## config.mk

```make
export PLATFORM = sky130hd
export DESIGN_NAME = dcache_ctrl_64_flat
export DESIGN_NICKNAME = d
export VERILOG_FILES = /design/src/rtl/dcache_ctrl_64_if.sv /design/src/rtl/dcache_ctrl_64.sv /design/src/flat_wrapper.sv
export SDC_FILE = /design/constraint.sdc
export NUM_CORES = 1
export LEC_CHECK = 0
export CAP_MARGIN = 20
export CELL_PAD_IN_SITES_DETAIL_PLACEMENT = 0
export CELL_PAD_IN_SITES_GLOBAL_PLACEMENT = 1
export CORE_ASPECT_RATIO = 2
export CORE_MARGIN = 2
export CORE_UTILIZATION = 28
export DETAILED_ROUTE_END_ITERATION = 12
export GPL_TIMING_DRIVEN = 1
export HOLD_SLACK_MARGIN = 0.02
export PLACE_DENSITY_LB_ADDON = 0.2
export SLEW_MARGIN = 20
export SYNTH_ARGS = -nofsm -noshare
export SYNTH_HDL_FRONTEND = slang
export SYNTH_SLANG_ARGS = --single-unit
```

## constraint.sdc

```tcl
create_clock -name clock -period 2.3 [get_ports clock]
set_clock_uncertainty 0.1 [all_clocks]
set_input_delay 0.46 -clock clock [delete_from_list [all_inputs] [get_ports clock]]
set_output_delay 0.46 -clock clock [all_outputs]
set_load 0.02 [all_outputs]
```

## src/rtl/dcache_ctrl_64_if.sv

```systemverilog
// Bundle of CPU, tag RAM, data RAM and memory-bus signals around the data cache controller.
// master = controller side, slave = CPU / RAMs / memory side.
interface dcache_ctrl_64_if #(
  parameter int unsigned PABITS = 36
);
  localparam int unsigned TW = PABITS - 10;

  logic              Cpu_Read;
  logic              Cpu_Write;
  logic [PABITS-3:0] Cpu_PAddr;
  logic              Cpu_Ack;
  logic              Busy;
  logic [5:0]        Tag_Index;
  logic [TW-1:0]     Tag_Cmp;
  logic [TW-1:0]     Tag_Set;
  logic              Tag_Write;
  logic              Tag_Valid;
  logic              Tag_Dirty;
  logic [TW-1:0]     Match_Tag;
  logic              Match_Hit;
  logic              Match_Valid;
  logic              Match_Dirty;
  logic [7:0]        Data_Index;
  logic              Data_Write;
  logic              Data_Sel;
  logic              Mem_Read;
  logic              Mem_Write;
  logic [PABITS-3:0] Mem_Addr;
  logic              Mem_Ready;

  modport master (
    input  Cpu_Read, Cpu_Write, Cpu_PAddr, Match_Tag, Match_Hit, Match_Valid, Match_Dirty,
           Mem_Ready,
    output Cpu_Ack, Busy, Tag_Index, Tag_Cmp, Tag_Set, Tag_Write, Tag_Valid, Tag_Dirty,
           Data_Index, Data_Write, Data_Sel, Mem_Read, Mem_Write, Mem_Addr
  );

  modport slave (
    output Cpu_Read, Cpu_Write, Cpu_PAddr, Match_Tag, Match_Hit, Match_Valid, Match_Dirty,
           Mem_Ready,
    input  Cpu_Ack, Busy, Tag_Index, Tag_Cmp, Tag_Set, Tag_Write, Tag_Valid, Tag_Dirty,
           Data_Index, Data_Write, Data_Sel, Mem_Read, Mem_Write, Mem_Addr
  );
endinterface

```

## src/rtl/dcache_ctrl_64.sv

```systemverilog
// Sequencing controller for the 64-set, 16-byte-line data cache: lookup, hit completion,
// dirty-victim writeback and line fill, then a reissued lookup that completes as a hit.
module dcache_ctrl_64 #(
  parameter int unsigned PABITS = 36
) (
  input logic              clock,
  input logic              reset,
  dcache_ctrl_64_if.master bus
);
  localparam int unsigned TW = PABITS - 10;

  typedef enum logic [2:0] {
    StIdle, StLookup, StWbRd, StWbWr, StFill, StUpdate, StReissue
  } state_e;

  state_e            state_q, state_d;
  logic [1:0]        cnt_q, cnt_d;
  logic [PABITS-3:0] addr_q, addr_d;
  logic              wr_q, wr_d;
  logic [TW-1:0]     victim_q, victim_d;

  logic [5:0]    set_q;
  logic [1:0]    word_q;
  logic [TW-1:0] tag_q;

  assign set_q  = addr_q[7:2];
  assign word_q = addr_q[1:0];
  assign tag_q  = addr_q[PABITS-3:8];

  always_ff @(posedge clock or posedge reset) begin
    if (reset) begin
      state_q  <= StIdle;
      cnt_q    <= 2'd0;
      addr_q   <= '0;
      wr_q     <= 1'b0;
      victim_q <= '0;
    end else begin
      state_q  <= state_d;
      cnt_q    <= cnt_d;
      addr_q   <= addr_d;
      wr_q     <= wr_d;
      victim_q <= victim_d;
    end
  end

  always_comb begin
    state_d  = state_q;
    cnt_d    = cnt_q;
    addr_d   = addr_q;
    wr_d     = wr_q;
    victim_d = victim_q;
    unique case (state_q)
      StIdle: begin
        if (bus.Cpu_Read || bus.Cpu_Write) begin
          addr_d  = bus.Cpu_PAddr;
          wr_d    = bus.Cpu_Write;  // simultaneous read+write is treated as a write
          state_d = StLookup;
        end
      end
      StLookup: begin
        if (bus.Match_Hit) begin
          state_d = StIdle;
        end else begin
          cnt_d = 2'd0;
          if (bus.Match_Valid && bus.Match_Dirty) begin
            victim_d = bus.Match_Tag;
            state_d  = StWbRd;
          end else begin
            state_d = StFill;
          end
        end
      end
      StWbRd: state_d = StWbWr;
      StWbWr: begin
        if (bus.Mem_Ready) begin
          cnt_d   = cnt_q + 2'd1;
          state_d = (cnt_q == 2'd3) ? StFill : StWbRd;
        end
      end
      StFill: begin
        if (bus.Mem_Ready) begin
          cnt_d = cnt_q + 2'd1;
          if (cnt_q == 2'd3) state_d = StUpdate;
        end
      end
      StUpdate:  state_d = StReissue;
      StReissue: state_d = StLookup;
      default:   state_d = StIdle;
    endcase
  end

  always_comb begin
    bus.Cpu_Ack    = 1'b0;
    bus.Busy       = (state_q != StIdle);
    bus.Tag_Index  = set_q;
    bus.Tag_Cmp    = tag_q;
    bus.Tag_Set    = tag_q;
    bus.Tag_Write  = 1'b0;
    bus.Tag_Valid  = 1'b0;
    bus.Tag_Dirty  = 1'b0;
    bus.Data_Index = {set_q, word_q};
    bus.Data_Write = 1'b0;
    bus.Data_Sel   = 1'b0;
    bus.Mem_Read   = 1'b0;
    bus.Mem_Write  = 1'b0;
    bus.Mem_Addr   = {tag_q, set_q, cnt_q};
    unique case (state_q)
      StIdle: begin
        // Lookup starts in the accept cycle so results are back in the next one.
        bus.Tag_Index  = bus.Cpu_PAddr[7:2];
        bus.Data_Index = bus.Cpu_PAddr[7:0];
      end
      StLookup: begin
        if (bus.Match_Hit) begin
          bus.Cpu_Ack = 1'b1;
          if (wr_q) begin
            bus.Data_Write = 1'b1;
            bus.Tag_Write  = 1'b1;
            bus.Tag_Valid  = 1'b1;
            bus.Tag_Dirty  = 1'b1;
          end
        end
      end
      StWbRd: bus.Data_Index = {set_q, cnt_q};
      StWbWr: begin
        bus.Data_Index = {set_q, cnt_q};
        bus.Mem_Write  = 1'b1;
        bus.Mem_Addr   = {victim_q, set_q, cnt_q};
      end
      StFill: begin
        bus.Data_Index = {set_q, cnt_q};
        bus.Mem_Read   = 1'b1;
        bus.Data_Write = bus.Mem_Ready;
        bus.Data_Sel   = 1'b1;
      end
      StUpdate: begin
        bus.Tag_Write = 1'b1;
        bus.Tag_Valid = 1'b1;
      end
      default: ;
    endcase
  end
endmodule

```

## src/flat_wrapper.sv

```systemverilog
// flat-port wrapper written by rule: the top's interface ports become plain ports
module dcache_ctrl_64_flat 
#(
  parameter int unsigned PABITS = 36
)
  (clock, reset, bus_Cpu_Read, bus_Cpu_Write, bus_Cpu_PAddr, bus_Match_Tag, bus_Match_Hit, bus_Match_Valid, bus_Match_Dirty, bus_Mem_Ready, bus_Cpu_Ack, bus_Busy, bus_Tag_Index, bus_Tag_Cmp, bus_Tag_Set, bus_Tag_Write, bus_Tag_Valid, bus_Tag_Dirty, bus_Data_Index, bus_Data_Write, bus_Data_Sel, bus_Mem_Read, bus_Mem_Write, bus_Mem_Addr);
  dcache_ctrl_64_if #(.PABITS(PABITS)) bus_i ();
  input logic clock;
  input logic reset;
  input wire logic [$bits(bus_i.Cpu_Read)-1:0] bus_Cpu_Read;
  input wire logic [$bits(bus_i.Cpu_Write)-1:0] bus_Cpu_Write;
  input wire logic [$bits(bus_i.Cpu_PAddr)-1:0] bus_Cpu_PAddr;
  input wire logic [$bits(bus_i.Match_Tag)-1:0] bus_Match_Tag;
  input wire logic [$bits(bus_i.Match_Hit)-1:0] bus_Match_Hit;
  input wire logic [$bits(bus_i.Match_Valid)-1:0] bus_Match_Valid;
  input wire logic [$bits(bus_i.Match_Dirty)-1:0] bus_Match_Dirty;
  input wire logic [$bits(bus_i.Mem_Ready)-1:0] bus_Mem_Ready;
  output wire logic [$bits(bus_i.Cpu_Ack)-1:0] bus_Cpu_Ack;
  output wire logic [$bits(bus_i.Busy)-1:0] bus_Busy;
  output wire logic [$bits(bus_i.Tag_Index)-1:0] bus_Tag_Index;
  output wire logic [$bits(bus_i.Tag_Cmp)-1:0] bus_Tag_Cmp;
  output wire logic [$bits(bus_i.Tag_Set)-1:0] bus_Tag_Set;
  output wire logic [$bits(bus_i.Tag_Write)-1:0] bus_Tag_Write;
  output wire logic [$bits(bus_i.Tag_Valid)-1:0] bus_Tag_Valid;
  output wire logic [$bits(bus_i.Tag_Dirty)-1:0] bus_Tag_Dirty;
  output wire logic [$bits(bus_i.Data_Index)-1:0] bus_Data_Index;
  output wire logic [$bits(bus_i.Data_Write)-1:0] bus_Data_Write;
  output wire logic [$bits(bus_i.Data_Sel)-1:0] bus_Data_Sel;
  output wire logic [$bits(bus_i.Mem_Read)-1:0] bus_Mem_Read;
  output wire logic [$bits(bus_i.Mem_Write)-1:0] bus_Mem_Write;
  output wire logic [$bits(bus_i.Mem_Addr)-1:0] bus_Mem_Addr;
  assign bus_i.Cpu_Read = bus_Cpu_Read;
  assign bus_i.Cpu_Write = bus_Cpu_Write;
  assign bus_i.Cpu_PAddr = bus_Cpu_PAddr;
  assign bus_i.Match_Tag = bus_Match_Tag;
  assign bus_i.Match_Hit = bus_Match_Hit;
  assign bus_i.Match_Valid = bus_Match_Valid;
  assign bus_i.Match_Dirty = bus_Match_Dirty;
  assign bus_i.Mem_Ready = bus_Mem_Ready;
  assign bus_Cpu_Ack = bus_i.Cpu_Ack;
  assign bus_Busy = bus_i.Busy;
  assign bus_Tag_Index = bus_i.Tag_Index;
  assign bus_Tag_Cmp = bus_i.Tag_Cmp;
  assign bus_Tag_Set = bus_i.Tag_Set;
  assign bus_Tag_Write = bus_i.Tag_Write;
  assign bus_Tag_Valid = bus_i.Tag_Valid;
  assign bus_Tag_Dirty = bus_i.Tag_Dirty;
  assign bus_Data_Index = bus_i.Data_Index;
  assign bus_Data_Write = bus_i.Data_Write;
  assign bus_Data_Sel = bus_i.Data_Sel;
  assign bus_Mem_Read = bus_i.Mem_Read;
  assign bus_Mem_Write = bus_i.Mem_Write;
  assign bus_Mem_Addr = bus_i.Mem_Addr;
  dcache_ctrl_64 #(.PABITS(PABITS)) u_core (.clock(clock), .reset(reset), .bus(bus_i));
endmodule
```

==> out/qor.yml <==
clocking:
  clockBufferDepth: 2
  ctsHoldBuffers: 0
  insertion_delay_ns: 0.33
  cts_inserted_buffers: 9
  ctsHtreeMaxLevel: 3
  clock_sinks: 66
  clk_pin_slew_worst_paths_ns: 0.05
  cts-root-buf: "clkbuf_16"
  tritoncts: "yes"
yosys:
  ys.flop_type: "dfrtp_1"
  ys_types: 35
  ys_async_sr_fraction_pct: 100
  syn_inst: 313
  syn_avg_cell_area_um2: 11.9
  synth.area.mux_share_pct: 30.6
  synth_top_family_by_area: "multiplexers"
  synth-seq-area-share_pct: 44.2
  synth_edf_count: 0
  synthAdderAreaFrac_pct: 0.335
  netlist_area_um2: 3730
  synth_xor_area_share_pct: 0
  yosys.area_share.simple_pct: 5.36
  syn-num-nets: 382
  yosysWarningCount: 0
  yosys_register_bits: 66
  synth-compound-area-share_pct: 4.29
setup_path:
  cp-start-kind: "register"
  timing.rr.start: "u_core.state_q[1]$_DFFE_PP0P_"
  critPathTopFamily: "buffers and inverters"
  crit_buf_inv: 4
  slowest_stage: "dfrtp_1"
  critPathArrivalTime_ns: 1.82
  setup.worst_path.end_class: "output pin"
  reg2reg_depth: 7
  cp_max_fo: 6
  crit_type: "register to output pin"
  r2r_setup_slack_ns: 0.07
  worst_r2r_endpoint: "u_core.victim_q[15]$_DFFE_PP0P_"
  required_ns: 1.74
  critPathMaxStageDelay_ns: 0.40
  crit_chain: "and3b_2, buf_12, buf_12, buf_6, mux2_4, buf_6"
detailed_routing:
  ant_nets: 0
  dr_total_vias: 2795
  dr.pass1.iters: 4
  routed_wl_um: 10700
  route.detailed.drc: 0
  wire_per_inst_um: 17.4
  first_iter_violations: 45
  vias_per_cell: 4.57
final_layout:
  layout_commonest_cell: "clkdlybuf4s50_1"
  layout_common_cells: "clkdlybuf4s50_1 (126), mux2_2 (67), dfrtp_1 (65), buf_6 (36), mux2_4 (24)"
  diodes: 0
  final_nets: 523
  drive_gt1_share_pct: 41.2
  areaGrowthSynthToFinish_pct: 57.3
  stdcell_area_um2: 5880
hold_path:
  hold_end: "u_core.victim_q[9]$_DFFE_PP0P_"
  holdPathStages: 1
  min_from: "u_core.victim_q[9]$_DFFE_PP0P_"
  hp-class: "register to register"
grt:
  grt_max_degree: 67
  grt-ovfl-total: 0
  grt_pass1_vias: 3026
  grt_antenna_before_repair: 0
  grt_usage_pct: 14.9
  grt_pass1_wl_um: 16300
sta:
  rsz0062_at_grt: "true"
  worst_pin_slew_ns: 0.382
  final_max_slew_viol_count: 0
  worst_slack_ns: -0.0842
  slew_headroom_pct: 74.2
  hold_viol: 0
  min_period_over_period_pct: 104
  tns_ns: -0.796
  clock.fmax_ghz: 0.419
  setup_violations: 20
  final.min_clock_period_ns: 2.38
pwr:
  vdd_drop_max_mv: 0.888
  power_density_nw_per_um2: 1670
  power_mw: 9.79
  p_leak_nw: 2.54
die:
  die_w_um: 85.7
  ios: 177
  initial_core_util_pct: 28.7
  die_y_um: 167
  core_um2: 13000
  dieArea_um2: 14300
  num_rows: 59
status:
  violations: "setup timing"
  status: "finished with violations"
placement:
  place_worst_setup_slack_ns: -0.236
  postPlaceCellArea_um2: 5390
  numPortBuffers: 176
  place_congestion: 0.769
  place_hpwl_um: 7540
flow_run:
  maxCapViolCount: 0
kinds of logic (layout without fill, tap and decap cells):
logic type / count (synthesis) / count (layout)
multiplexers: 102 / 102
flip-flops: 66 / 66
adder cells (fa/ha/maj): 1 / 1
AO/OA/AOI/OAI: 26 / 26
AND/OR/NAND/NOR: 35 / 35
buffers and inverters: 83 / 229
how the worst max path moves through the flow:
stage,depth (start not counted),slack (ns),to,startpoint
after floorplan,1,0.09,u_core.addr_q[0]$_DFFE_PP0P_,reset
after global placement,4,-0.19,bus_Tag_Write,bus_Match_Hit
after global routing,5,-0.14,bus_Tag_Index[0],u_core.state_q[0]$_DFFE_PP0P_
after CTS,5,-0.14,bus_Tag_Index[1],u_core.state_q[0]$_DFFE_PP0P_
final,6,-0.08,bus_Mem_Addr[29],u_core.state_q[1]$_DFFE_PP0P_
after detailed placement,4,-0.24,bus_Tag_Write,bus_Match_Hit
layout make-up:
class / instances / area, µm²
clock buffers: 11 / 243
clock inverters: 5 / 30.0
fillers: 1272 / 7120
inverters: 6 / 22.5
multi-input cells: 164 / 1620
flip-flops and latches: 66 / 1650
well taps: 152 / 190
repair buffers: 207 / 2120
per-stage QoR:
stage	instances	util, %	hold WS (ns)
6_report	611	45.2	0.388
5_1_grt	611	45.2	0.417
4_1_cts	611	44.0	0.389
3_5_place_dp	585	41.5	0.376
3_3_place_gp	585	41.5	0.366
2_1_floorplan	313	-	0.352
state kept, by name, indices dropped and copies added, names as in the netlist:
register,cells
u_core.wr_q,1
u_core.victim_q,26
u_core.addr_q,34
u_core.cnt_q,2
u_core.state_q,3
synth_stat cells (all sizes together), types with 2 or more instances:
| library cell | instances | area, µm² |
|---|---|---|
| a211oi | 2 | 15.0 |
| a21oi | 4 | 20.0 |
| a31oi | 2 | 12.5 |
| buf | 73 | 529 |
| clkbuf | 4 | 15.0 |
| dfrtp | 66 | 1650 |
| inv | 6 | 22.5 |
| mux2 | 98 | 1100 |
| mux2i | 4 | 40.0 |
| nand2 | 9 | 33.8 |
| nor2 | 14 | 60.1 |
| nor2b | 3 | 18.8 |
| nor3 | 3 | 37.5 |
| o21a | 2 | 15.0 |
| o21ai | 10 | 50.0 |
per-layer routing:
layer	track usage (%)	share of wire, %	up-vias
met5	0	0	-
met4	5.73	1.7	0
met3	3.01	4.3	11
met2	29.9	61	79
met1	14.1	33	1396
li1	-	-	1309
power breakdown:
group          total, mW  leakage [nW]  internal, mW  switching [mW]
combinational       6.30          1.62          3.41            2.89
sequential          2.23         0.791          1.76           0.476
clock               1.26         0.131         0.753           0.504
total               9.79          2.54          5.92            3.87
timing repair:
item | 4_1_cts | 5_1_grt
cloned | 2 | 1
setup buffers | 8 | 1
pin swaps | 1 | 3
gates resized for setup | 211 | 68
setup endpoints to repair | 49 | 45
No activity file was read; power rests on OpenSTA's default activity.
